File: config.mk
export PLATFORM = sky130hd
export DESIGN_NAME = rr_arb_2_1
export DESIGN_NICKNAME = d
export VERILOG_FILES = /design/src/rtl/rr_arb_2_1.sv
export SDC_FILE = /design/constraint.sdc
export NUM_CORES = 1
export LEC_CHECK = 0
export ABC_AREA = 1
export CORE_MARGIN = 3
export CORE_UTILIZATION = 40
export CTS_BUF_LIST = sky130_fd_sc_hd__clkbuf_4 sky130_fd_sc_hd__clkbuf_8
export CTS_CLUSTER_SIZE = 20
export DETAILED_ROUTE_END_ITERATION = 8
export GPL_ROUTABILITY_DRIVEN = 0
export PLACE_DENSITY = 0.69
export SYNTH_ARGS = -nofsm -noshare
export SYNTH_HDL_FRONTEND = slang
export SYNTH_SLANG_ARGS = --single-unit
File: constraint.sdc
create_clock -name clk -period 4.2 [get_ports clk]
set_input_delay 0.63 -clock clk [delete_from_list [all_inputs] [get_ports clk]]
set_output_delay 0.63 -clock clk [all_outputs]
set_load 0.05 [all_outputs]
File: src/rtl/rr_arb_2_1.sv
// rr_arb_2_1: two-source round-robin arbiter feeding one output register.
// A single output stage holds at most one word; it reloads in the same
// cycle the consumer drains it, giving one word per cycle. Each source
// has a free-running acceptance counter.
//
// Handshake: a word moves across an interface on a rising edge where
// valid and ready are both high. A source may drop valid without having
// been accepted. Ready never depends on data. out_data and out_valid are
// held stable while out_valid is high and out_ready is low.
module rr_arb_2_1 #(
  parameter int WIDTH = 8,
  parameter int CNT_W = 16
) (
  input  logic             clk,
  input  logic             rst,
  input  logic             a_valid,
  input  logic [WIDTH-1:0] a_data,
  output logic             a_ready,
  input  logic             b_valid,
  input  logic [WIDTH-1:0] b_data,
  output logic             b_ready,
  output logic             sel,
  output logic             out_valid,
  output logic [WIDTH-1:0] out_data,
  input  logic             out_ready,
  output logic [CNT_W-1:0] cnt_a,
  output logic [CNT_W-1:0] cnt_b
);

  // Output register occupancy. The state variable is the debug hook
  // for checkers: EMPTY means out_valid low, FULL means out_valid high.
  typedef enum logic {
    EMPTY = 1'b0,
    FULL  = 1'b1
  } state_t;

  localparam logic [CNT_W-1:0] CNT_ONE = {{(CNT_W-1){1'b0}}, 1'b1};

  state_t state;
  logic   last_grant;  // 0 = A was granted last, 1 = B was granted last
  logic   any_valid;
  logic   slot_free;
  logic   load;

  // Grant selection and load decision; depends only on control inputs.
  always_comb begin
    any_valid = a_valid | b_valid;
    slot_free = (state == EMPTY) | out_ready;
    if (a_valid && b_valid) begin
      // Tie: hand the grant to whichever source did not win last time.
      sel = ~last_grant;
    end else if (b_valid) begin
      sel = 1'b1;
    end else begin
      sel = 1'b0;
    end
    // Nothing is accepted while reset is held, so no word slips in.
    load    = slot_free & any_valid & ~rst;
    a_ready = load & ~sel;
    b_ready = load & sel;
  end

  // Output register FSM: load on grant, drain to EMPTY when consumed
  // with nothing to replace it, otherwise hold.
  always_ff @(posedge clk or posedge rst) begin
    if (rst) begin
      state      <= EMPTY;
      out_valid  <= 1'b0;
      out_data   <= '0;
      last_grant <= 1'b1;  // so A wins the first tie after reset
    end else begin
      case (state)
        EMPTY: begin
          if (load) begin
            state      <= FULL;
            out_valid  <= 1'b1;
            out_data   <= sel ? b_data : a_data;
            last_grant <= sel;
          end
        end
        FULL: begin
          if (load) begin
            // Old word leaves and new word enters on the same edge.
            state      <= FULL;
            out_valid  <= 1'b1;
            out_data   <= sel ? b_data : a_data;
            last_grant <= sel;
          end else if (out_ready) begin
            // Drained with no replacement; out_data keeps its last value.
            state     <= EMPTY;
            out_valid <= 1'b0;
          end
        end
        default: begin
          state     <= EMPTY;
          out_valid <= 1'b0;
        end
      endcase
    end
  end

  // Per-source acceptance counters; they wrap from all-ones to zero.
  always_ff @(posedge clk or posedge rst) begin
    if (rst) begin
      cnt_a <= '0;
      cnt_b <= '0;
    end else begin
      if (a_ready) cnt_a <= cnt_a + CNT_ONE;
      if (b_ready) cnt_b <= cnt_b + CNT_ONE;
    end
  end

endmodule

# Word level (Yosys, flattened, before mapping)
# Index checks and enable logic that the tools add are counted.
dict set report totals {
  mem_count 0
  elab_cells 35
  inputBits 21
  latchBits 0
  rom_bits 0
  reg_bits 43
  ramBits 0
}
dict set report classes {
  magnitude_cmp 0
  mux 13
  n_shift 0
  n_reduce_logical 2
  n_addsub 2
  multipliers 0
  bitwise_logic 10
  eq_ne 2
  div_mod_pow 0
}
# cell n
set op_table {}
lappend op_table {{$add 16x1->16 const B} 2}
lappend op_table {{$mux 8} 2}
lappend op_table {{$mux 1} 9}
lappend op_table {{$and 1x1->1} 4}
lappend op_table {{$not 1->1} 4}
lappend op_table {{$pmux 1 s2} 2}
lappend op_table {{$ne 3x2->1 const B} 1}
lappend op_table {{$ne 2x2->1 const B} 1}
lappend op_table {{$or 1x1->1} 2}
lappend op_table {{$reduce_and 2->1} 1}
lappend op_table {{$logic_and 1x1->1} 1}

# Longest topological paths before layout
# Gate-level depths: netlist of run 1.
dict set report logic_depth {
  ltp_word 6
  depth_mapped 10
  depth_no_buf 10
}

# Worst setup path after synthesis of run 1
# OpenSTA, ideal clock, no wires.
dict set report synth_path {
  path_kind {input to output}
  startpoint {in rst}
  endpoint {out a_ready}
  stages 6
  t_required_ps 3570
  arrival_time_ps 1773
  slack_ps 1797
  cell_sequence {inv_2 nand2_4 inv_4 nand3_4 inv_2 buf_4}
}
dict set report synth_via {
  elab_chain_cells 3
}
# element line_no
set synth_lines {}
lappend synth_lines {{start: declaration} 15} ;# input logic rst,
lappend synth_lines {{$not 1->1} 58} ;# load = slot_free & any_valid & ~rst;
lappend synth_lines {{$and 1x1->1} 58}
lappend synth_lines {{$and 1x1->1} 59} ;# a_ready = load & ~sel;
lappend synth_lines {{end: declaration} 18} ;# output logic a_ready,
# Every way passes these cells.

# Worst setup path in the final report of run 1
dict set report layout_path {
  startpoint {in out_ready}
  endpoint {out b_ready}
}
dict set report layout_via {
  elab_chain_cells 4
}
# element line_no
set layout_lines {}
lappend layout_lines {{start: declaration} 25} ;# input logic out_ready,
lappend layout_lines {{$or 1x1->1} 48} ;# slot_free = (state == EMPTY) | out_ready;
lappend layout_lines {{$and 1x1->1 (2 in series)} 58}
lappend layout_lines {{$and 1x1->1} 60} ;# b_ready = load & sel;
lappend layout_lines {{end: declaration} 21} ;# output logic b_ready,
# Every way passes these cells.

==> flow_summary.toml, run 1 <==
[global_routing]
overflow = 0
grt_pass1_wl_um = 8270
met3_usage_pct = 4.77
grt.busiest_layer = "met2"
gr-usage-met1_pct = 21.5
first_global_vias = 1821
grt_max_degree = 44
antenna_found_initial = 0
grtUsageMet2_pct = 25.3
track_usage_pct = 16.6

[power]
peakVddDrop_uv = 346
leakagePower_nw = 1.37
power_density_nw_per_um2 = 481

[route]
ant_nets = 0
drt_iter0_markers = 116
viasPerCell = 4.62
avgRoutedWirePerCell_um = 11.8
firstDrtPassIters = 4
drt_wl_total_um = 4890
remaining_drc_errors = 0
vias = 1906

[die]
ioPinCount = 65
die_h_um = 80.9
core_area_sq_um = 5270
dieArea_sq_um = 6540
die_x_um = 80.9
start_util_pct = 42.6
rows = 26

[synth]
async_reset_ff_share_pct = 100
ys_seq_elements = 43
synth_edf_count = 0
yosysWarnings = 0
synth_cell_types = 26
synthCells = 275
yosysSeqAreaShare_pct = 48.0
synthFlopType = "dfrtp_1"
syn_area_per_cell_sq_um = 8.16
syn-num-nets = 298
syn-cell-area_sq_um = 2240

[final_layout]
final_util_pct = 57.4
num_antenna_cells = 0
area_growth_pct = 34.9
n_fill_cell = 477
layout.cells.non_filler = 413
drive_above_1_share_pct = 10.2
nets = 365

[place]
io_buffers = 64
pre_cts_ws_ns = 0.996
dp_hpwl_um = 3670
placed_cells = 405

[critical_path]
critPathKind = "in -> out"
cp-end-kind = "output pin"
critPathRequiredTime_ns = 3.57
slowest_delay_ns = 0.90
path_cells = "clkdlybuf4s50_1 > inv_1 > nand2_2 > nand2_4 > nor2_4 > clkdlybuf4s50_1"
crit_path_start_kind = "input port"
arrival_ns = 2.59
cp_common_cell = "clkdlybuf4s50_1"
crit_fanout = 18
crit_buf_inv = 3
cpMaxStageDelayCell = "clkdlybuf4s50_1"
cp_top_family = "buffers and inverters"

[clock_tree]
clk_root_buffer_cell = "clkbuf_8"
clk_pin_slew_worst_paths_ns = 0.08
clock_latency_ns = 0.30
cts.sinks = 43
holdBufCountCts = 0
cts_setup_buffers = 0
cts_max_level = 2
cts_buffers = 5
tritoncts = "built"
cts_resized = 0
clockBufferDepth = 2

[sta]
tns_ns = 0
holdWs_ns = 0.470
finalCritPeriodShare_pct = 76.6
slew_viol_final = 0
fmax_mhz = 311
rsz0062_at_grt = "false"
fin_ws_ns = 0.981
hold_violations = 0
worst_slew_pin_slew_ns = 0.545
relSlewSlack_pct = 63.7
fin_crit_ns = 3.22
setup_violations = 0
fin_skew_ns = 0.00546

[outcome]
status = "complete, no violations"

[worst_hold_path]
hold_path_class = "reg -> reg"

[job]
max_cap_violations = 0
worst register-to-register path, cell delays in order, from the launching register on:
cell,delay [ns]
dfstp_2,0.53
nand2_1,0.06
nand2_2,0.12
nand3_4,0.18
inv_2,0.33
nand3_1,0.13
nand2_1,0.08
nand2_1,0.04
sequential cells by signal, indices dropped and copies added (netlist names):
name	cells
out_data	8
last_grant	1
state	1
cnt_b	16
cnt_a	16
out_valid	1
area by class of cell:
type | instances | area (sq um) | share of cell area, %
sequential | 43 | 1080 | 35.6
multi-input combinational | 199 | 1020 | 33.7
timing repair buffer | 65 | 646 | 21.3
inverter | 28 | 108 | 3.56
tap | 70 | 87.6 | 2.89
clock buffer | 6 | 76.3 | 2.52
clock inverter | 2 | 12.5 | 0.413
per-layer routing:
layer  share of wire (%)  wire length [um]
met3                 6.3               309
met5                   0                 0
met4                 1.9                93
met1                  48              2340
met2                  44              2150
metrics by stage:
stage / cell area [sq um] / power, mW
2_1_floorplan: 2240 / 0.990
3_3_place_gp: 2940 / 1.20
3_5_place_dp: 2940 / 1.20
4_1_cts: 3030 / 1.48
5_1_grt: 3030 / 1.54
6_report: 3030 / 1.45
synth_stat cells, types with 2 or more instances:
master | number | area (sq um)
nand2_1 | 105 | 394
dfrtp_1 | 42 | 1050
inv_1 | 25 | 93.8
nand3_1 | 23 | 115
nor2_1 | 15 | 56.3
nand4_1 | 8 | 50.1
xnor2_1 | 8 | 70.1
xor2_1 | 8 | 70.1
nand2_2 | 6 | 37.5
nor2_2 | 5 | 31.3
nor2_4 | 4 | 45.0
buf_4 | 3 | 22.5
nand3_2 | 3 | 30.0
o21ai_0 | 3 | 15.0
ha_1 | 2 | 25.0
inv_2 | 2 | 7.51
nand3b_1 | 2 | 15.0
nor3_1 | 2 | 10.0
o21ai_1 | 2 | 10.0
path summary, 6_finish.rpt:
| check | from | end | slack (ns) | cells past startpoint |
|---|---|---|---|---|
| max | out_ready | b_ready | 0.98 | 6 |
| min | last_grant | last_grant | 0.47 | 2 |
| max reg2reg | last_grant | cnt_a[11] | 2.64 | 7 |
| min reg2reg | last_grant | last_grant | 0.47 | 2 |
| max in group asynchronous | rst | last_grant | 2.98 | 3 |
| min in group asynchronous | rst | cnt_b[5] | 0.82 | 3 |
cells in the final DEF (no fill, tap or decap), drive strengths merged, types with 3 or more instances in the layout:
cell type / n
nor2: 24
clkbuf: 6
xor2: 8
xnor2: 8
nand2: 112
nor3: 3
clkdlybuf4s50: 63
dfrtp: 42
o21ai: 5
nand4: 8
nand3: 27
inv: 28
cells by family (layout without fill, tap and decap cells):
family / Yosys count / count (layout) / share of synthesized area [%]
AOI/OAI and AO/OA: 5 / 5 / 1.12
xor gates and xnor gates: 16 / 16 / 6.25
adders and majority gates: 2 / 2 / 1.12
buffers and inverters: 33 / 101 / 6.53
DFF: 43 / 43 / 48.0
and+or+nand+nor: 176 / 176 / 37.0
report_power, final:
part,internal [mW],total [mW],switching (mW)
registers,0.491,0.584,0.0927
clock network,0.123,0.264,0.142
logic,0.208,0.607,0.399
No activity file was read; power rests on OpenSTA's default activity.
==> run 2: changes to the inputs <==
- clock period: 4.2 -> 3.1 ns (I/O delays scaled with it)
==> flow_summary.toml, run 2 (same netlist as run 1, synthesis figures left out) <==
[outcome]
status = "complete, no violations"

[sta]
slew_viol_final = 0
hold_violations = 0
fin_crit_ns = 2.48
fmax_mhz = 403
tns_ns = 0
setup_violations = 0
relSlewSlack_pct = 63.7
rsz0062_at_grt = "false"
fin_skew_ns = 0.00419
holdWs_ns = 0.476
worst_slew_pin_slew_ns = 0.545
finalCritPeriodShare_pct = 80.0

[final_layout]
reg_top3 = "cnt_a: 16 flops, cnt_b: 16 flops, out_data: 8 flops"
nets = 366
finalInstanceArea_sq_um = 3070
final_cell_mix = "105 x nand2_1, 62 x clkdlybuf4s50_1, 42 x dfrtp_1, 25 x inv_1, 23 x nand3_1"
drive_above_1_share_pct = 10.8
num_antenna_cells = 0
area_growth_pct = 36.9
layout_commonest_cell = "nand2_1"

[power]
leakagePower_nw = 1.40
power_frac_seq_pct = 39.0
clockPowerShare_pct = 19.8
p_sw_share_pct = 42.4
pwr-share-comb_pct = 41.2
fin_total_pwr_mw = 2.02
p_sw_uw = 859
intPower_mw = 1.16
peakVddDrop_uv = 422
power_density_nw_per_um2 = 659

[route]
drt_iter0_markers = 89
firstDrtPassIters = 4
ant_nets = 0
vias = 1921
avgRoutedWirePerCell_um = 12.2
drt_wl_total_um = 5030
remaining_drc_errors = 0
viasPerCell = 4.64

[critical_path]
r2r_start = "last_grant"
crit_fanout = 3
reg2reg_to = "cnt_a[15]"
cp_common_cell = "clkdlybuf4s50_1"
path_cells = "clkdlybuf4s50_1 > nand2_2 > inv_1 > clkdlybuf4s50_1"
cpMaxStageDelayCell = "clkdlybuf4s50_1"
cp_top_family = "buffers and inverters"
cp-startpoint = "b_valid"
cp-end-kind = "output pin"
ff2ff_setup_slack_ns = 1.48
slowest_delay_ns = 0.81
rr_worst_depth = 7
crit_buf_inv = 3
critPathRequiredTime_ns = 2.63
critPathKind = "in -> out"
arrival_ns = 2.01
crit_path_start_kind = "input port"

[global_routing]
grt_max_degree = 44
track_usage_pct = 16.9
first_global_vias = 1837
antenna_found_initial = 0
grt_pass1_wl_um = 8600
overflow = 0

[place]
io_buffers = 64
dp_hpwl_um = 3760
placed_area_sq_um = 2970

[clock_tree]
clockBufferDepth = 2
cts_buffers = 5
clk_pin_slew_worst_paths_ns = 0.08
cts_max_level = 2
cts.sinks = 43
cts_resized = 0
holdBufCountCts = 0
cts_setup_buffers = 0
clk_root_buffer_cell = "clkbuf_8"
tritoncts = "built"
clock_latency_ns = 0.29

[worst_hold_path]
hold_path_class = "reg -> reg"
worstHoldEndpoint = "last_grant"
holdPathStages = 2
worstHoldStart = "last_grant"

[die]
die_h_um = 80.9
core_area_sq_um = 5270
dieArea_sq_um = 6540
die_x_um = 80.9
start_util_pct = 42.6
ioPinCount = 65
rows = 26

[job]
max_cap_violations = 0
==> run 2: how the worst max path moves through the flow <==
stage | cells past startpoint | slack, ns | to
after floorplan | 6 | 1.03 | a_ready
after global placement | 4 | 0.62 | sel
after detailed placement | 4 | 0.61 | sel
after CTS | 4 | 0.61 | sel
after global routing | 5 | 0.52 | sel
final | 4 | 0.62 | sel
==> run 2: power by group through the flow <==
stage / Combinational (mW) / Clock (mW) / Sequential (mW)
6_report: 0.834 / 0.401 / 0.789
5_1_grt: 0.893 / 0.435 / 0.810
4_1_cts: 0.843 / 0.416 / 0.790
3_5_place_dp: 0.841 / 0 / 0.800
3_3_place_gp: 0.833 / 0 / 0.799
2_1_floorplan: 0.215 / 0 / 1.13
==> run 2: stage by stage <==
| step | utilization [%] | setup slack (ns) | std cells |
|---|---|---|---|
| floorplan | - | 1.03 | 275 |
| global placement | 56.3 | 0.624 | 406 |
| detailed placement | 56.3 | 0.606 | 406 |
| CTS | 58.3 | 0.606 | 414 |
| global route | 58.3 | 0.522 | 414 |
| finish | 58.3 | 0.621 | 414 |
==> run 2: layout make-up <==
class                   count  area [sq um]
fillers                   485          2200
repair buffers             66           676
clock buffers               8           104
well taps                  70          87.6
multi-input cells         199          1020
flip-flops and latches     43          1080
inverters                  28           108
==> run 2: layer usage <==
metal	wire, um	part of all wire, %	global-route usage, %	vias up
li1	-	-	-	997
met1	2420	48	22.7	859
met2	2170	43	25.5	58
met3	387	7.7	5.65	7
met4	60	1.2	5.57	0
met5	0	0	0	-
==> run 2: tightest hold or removal path: cells and delay by family, from the launching register on <==
family           cells  cell delay, ns
flip-flops           1            0.38
AND/OR/NAND/NOR      2            0.10
==> run 3: changes to the inputs <==
- PLACE_DENSITY: 0.69 -> 0.72
- clock period: 3.1 -> 2.2 ns (I/O delays scaled with it)
==> flow_summary.toml, run 3 (same netlist as run 1, synthesis figures left out) <==
[clock_tree]
tritoncts = "built"
clk_pin_slew_worst_paths_ns = 0.08
clock_latency_ns = 0.29
holdBufCountCts = 0
cts_buffers = 5
cts_max_level = 2
cts_setup_buffers = 0
clk_root_buffer_cell = "clkbuf_8"
cts.sinks = 43
cts_resized = 0
clockBufferDepth = 2

[sta]
relSlewSlack_pct = 63.4
holdWs_ns = 0.464
setup_violations = 0
tns_ns = 0
slew_viol_final = 0
finalCritPeriodShare_pct = 87.9
fmax_mhz = 517
worst_slew_pin_slew_ns = 0.549
hold_violations = 0
fin_ws_ns = 0.266
rsz0062_at_grt = "false"
fin_skew_ns = 0.00597
fin_crit_ns = 1.93

[final_layout]
layout.cells.non_filler = 415
num_antenna_cells = 0
final_util_pct = 58.2
final_cell_mix = "105 x nand2_1, 61 x clkdlybuf4s50_1, 42 x dfrtp_1, 25 x inv_1, 23 x nand3_1"
area_growth_pct = 36.8
drive_above_1_share_pct = 11.3
finalInstanceArea_sq_um = 3070
reg_top3 = "cnt_a: 16 flops, cnt_b: 16 flops, out_data: 8 flops"
layout_commonest_cell = "nand2_1"
nets = 367

[power]
p_sw_share_pct = 43.5
leakagePower_nw = 1.40
intPower_mw = 1.57
peakVddDrop_uv = 609
clockPowerShare_pct = 17.4
p_sw_mw = 1.21
power_frac_seq_pct = 40.1
fin_total_pwr_mw = 2.77
power_density_nw_per_um2 = 904
pwr-share-comb_pct = 42.6

[route]
ant_nets = 0
drt_iter0_markers = 80
viasPerCell = 4.64
firstDrtPassIters = 4
drt_wl_total_um = 4980
vias = 1927
remaining_drc_errors = 0
avgRoutedWirePerCell_um = 12.0

[die]
die_h_um = 80.9
core_area_sq_um = 5270
ioPinCount = 65
start_util_pct = 42.6
die_x_um = 80.9
rows = 26
dieArea_sq_um = 6540

[place]
placed_area_sq_um = 2990
dp_hpwl_um = 3810
io_buffers = 64
placed_cells = 407
pre_cts_ws_ns = 0.243

[global_routing]
track_usage_pct = 16.1
grt_pass1_wl_um = 8200
grt_max_degree = 44
overflow = 0
antenna_found_initial = 0
first_global_vias = 1744

[critical_path]
cp_top_family = "buffers and inverters"
crit_path_start_kind = "flip-flop"
slowest_delay_ns = 0.84
cp-end-kind = "output pin"
critPathRequiredTime_ns = 1.87
crit_fanout = 6
cpMaxStageDelayCell = "clkdlybuf4s50_1"
crit_buf_inv = 1
path_cells = "clkdlybuf4s50_1"
critPathKind = "reg -> out"
arrival_ns = 1.60

[worst_hold_path]
hold_path_class = "reg -> reg"

[outcome]
status = "complete, no violations"

[job]
max_cap_violations = 0
[run 3: cell types whose count changed in the layout (fill, tap and decap cells not counted)]
cell / delta
buf_12: +1
clkinv_2: +3
buf_4: +1
clkbuf_4: -1
clkbuf_8: -2
clkdlybuf4s50_1: -1
[run 3: cell type report]
| type | instances | area [sq um] |
|---|---|---|
| fill | 510 | 2200 |
| sequential | 43 | 1080 |
| multi-input combinational | 199 | 1020 |
| timing repair buffer | 67 | 693 |
| inverter | 28 | 108 |
| tap | 70 | 87.6 |
| clock buffer | 5 | 68.8 |
| clock inverter | 3 | 15.0 |
[run 3: routing by layer]
metal / part of all wire [%] / vias up / GRT usage (%)
met1: 45 / 877 / 21.3
met5: 0 / - / 0
li1: - / 993 / -
met2: 47 / 53 / 25.3
met3: 6.3 / 4 / 4.66
met4: 1.0 / 0 / 5.07
[run 3: worst paths after layout]
path / startpoint / to / slack [ns] / depth (start not counted)
max: cnt_a[5] / cnt_a[5] / 0.27 / 1
min: last_grant / last_grant / 0.46 / 2
max reg2reg: last_grant / cnt_a[15] / 0.59 / 8
min reg2reg: last_grant / last_grant / 0.46 / 2
max in group asynchronous: rst / last_grant / 1.28 / 3
min in group asynchronous: rst / cnt_b[5] / 0.54 / 3
[run 3: power by group through the flow]
| stage | clock, mW | combinational, mW | sequential [mW] |
|---|---|---|---|
| after floorplan | 0 | 0.303 | 1.59 |
| after global placement | 0 | 1.18 | 1.12 |
| after detailed placement | 0 | 1.19 | 1.13 |
| after CTS | 0.506 | 1.19 | 1.12 |
| after global routing | 0.534 | 1.26 | 1.14 |
| final | 0.482 | 1.18 | 1.11 |
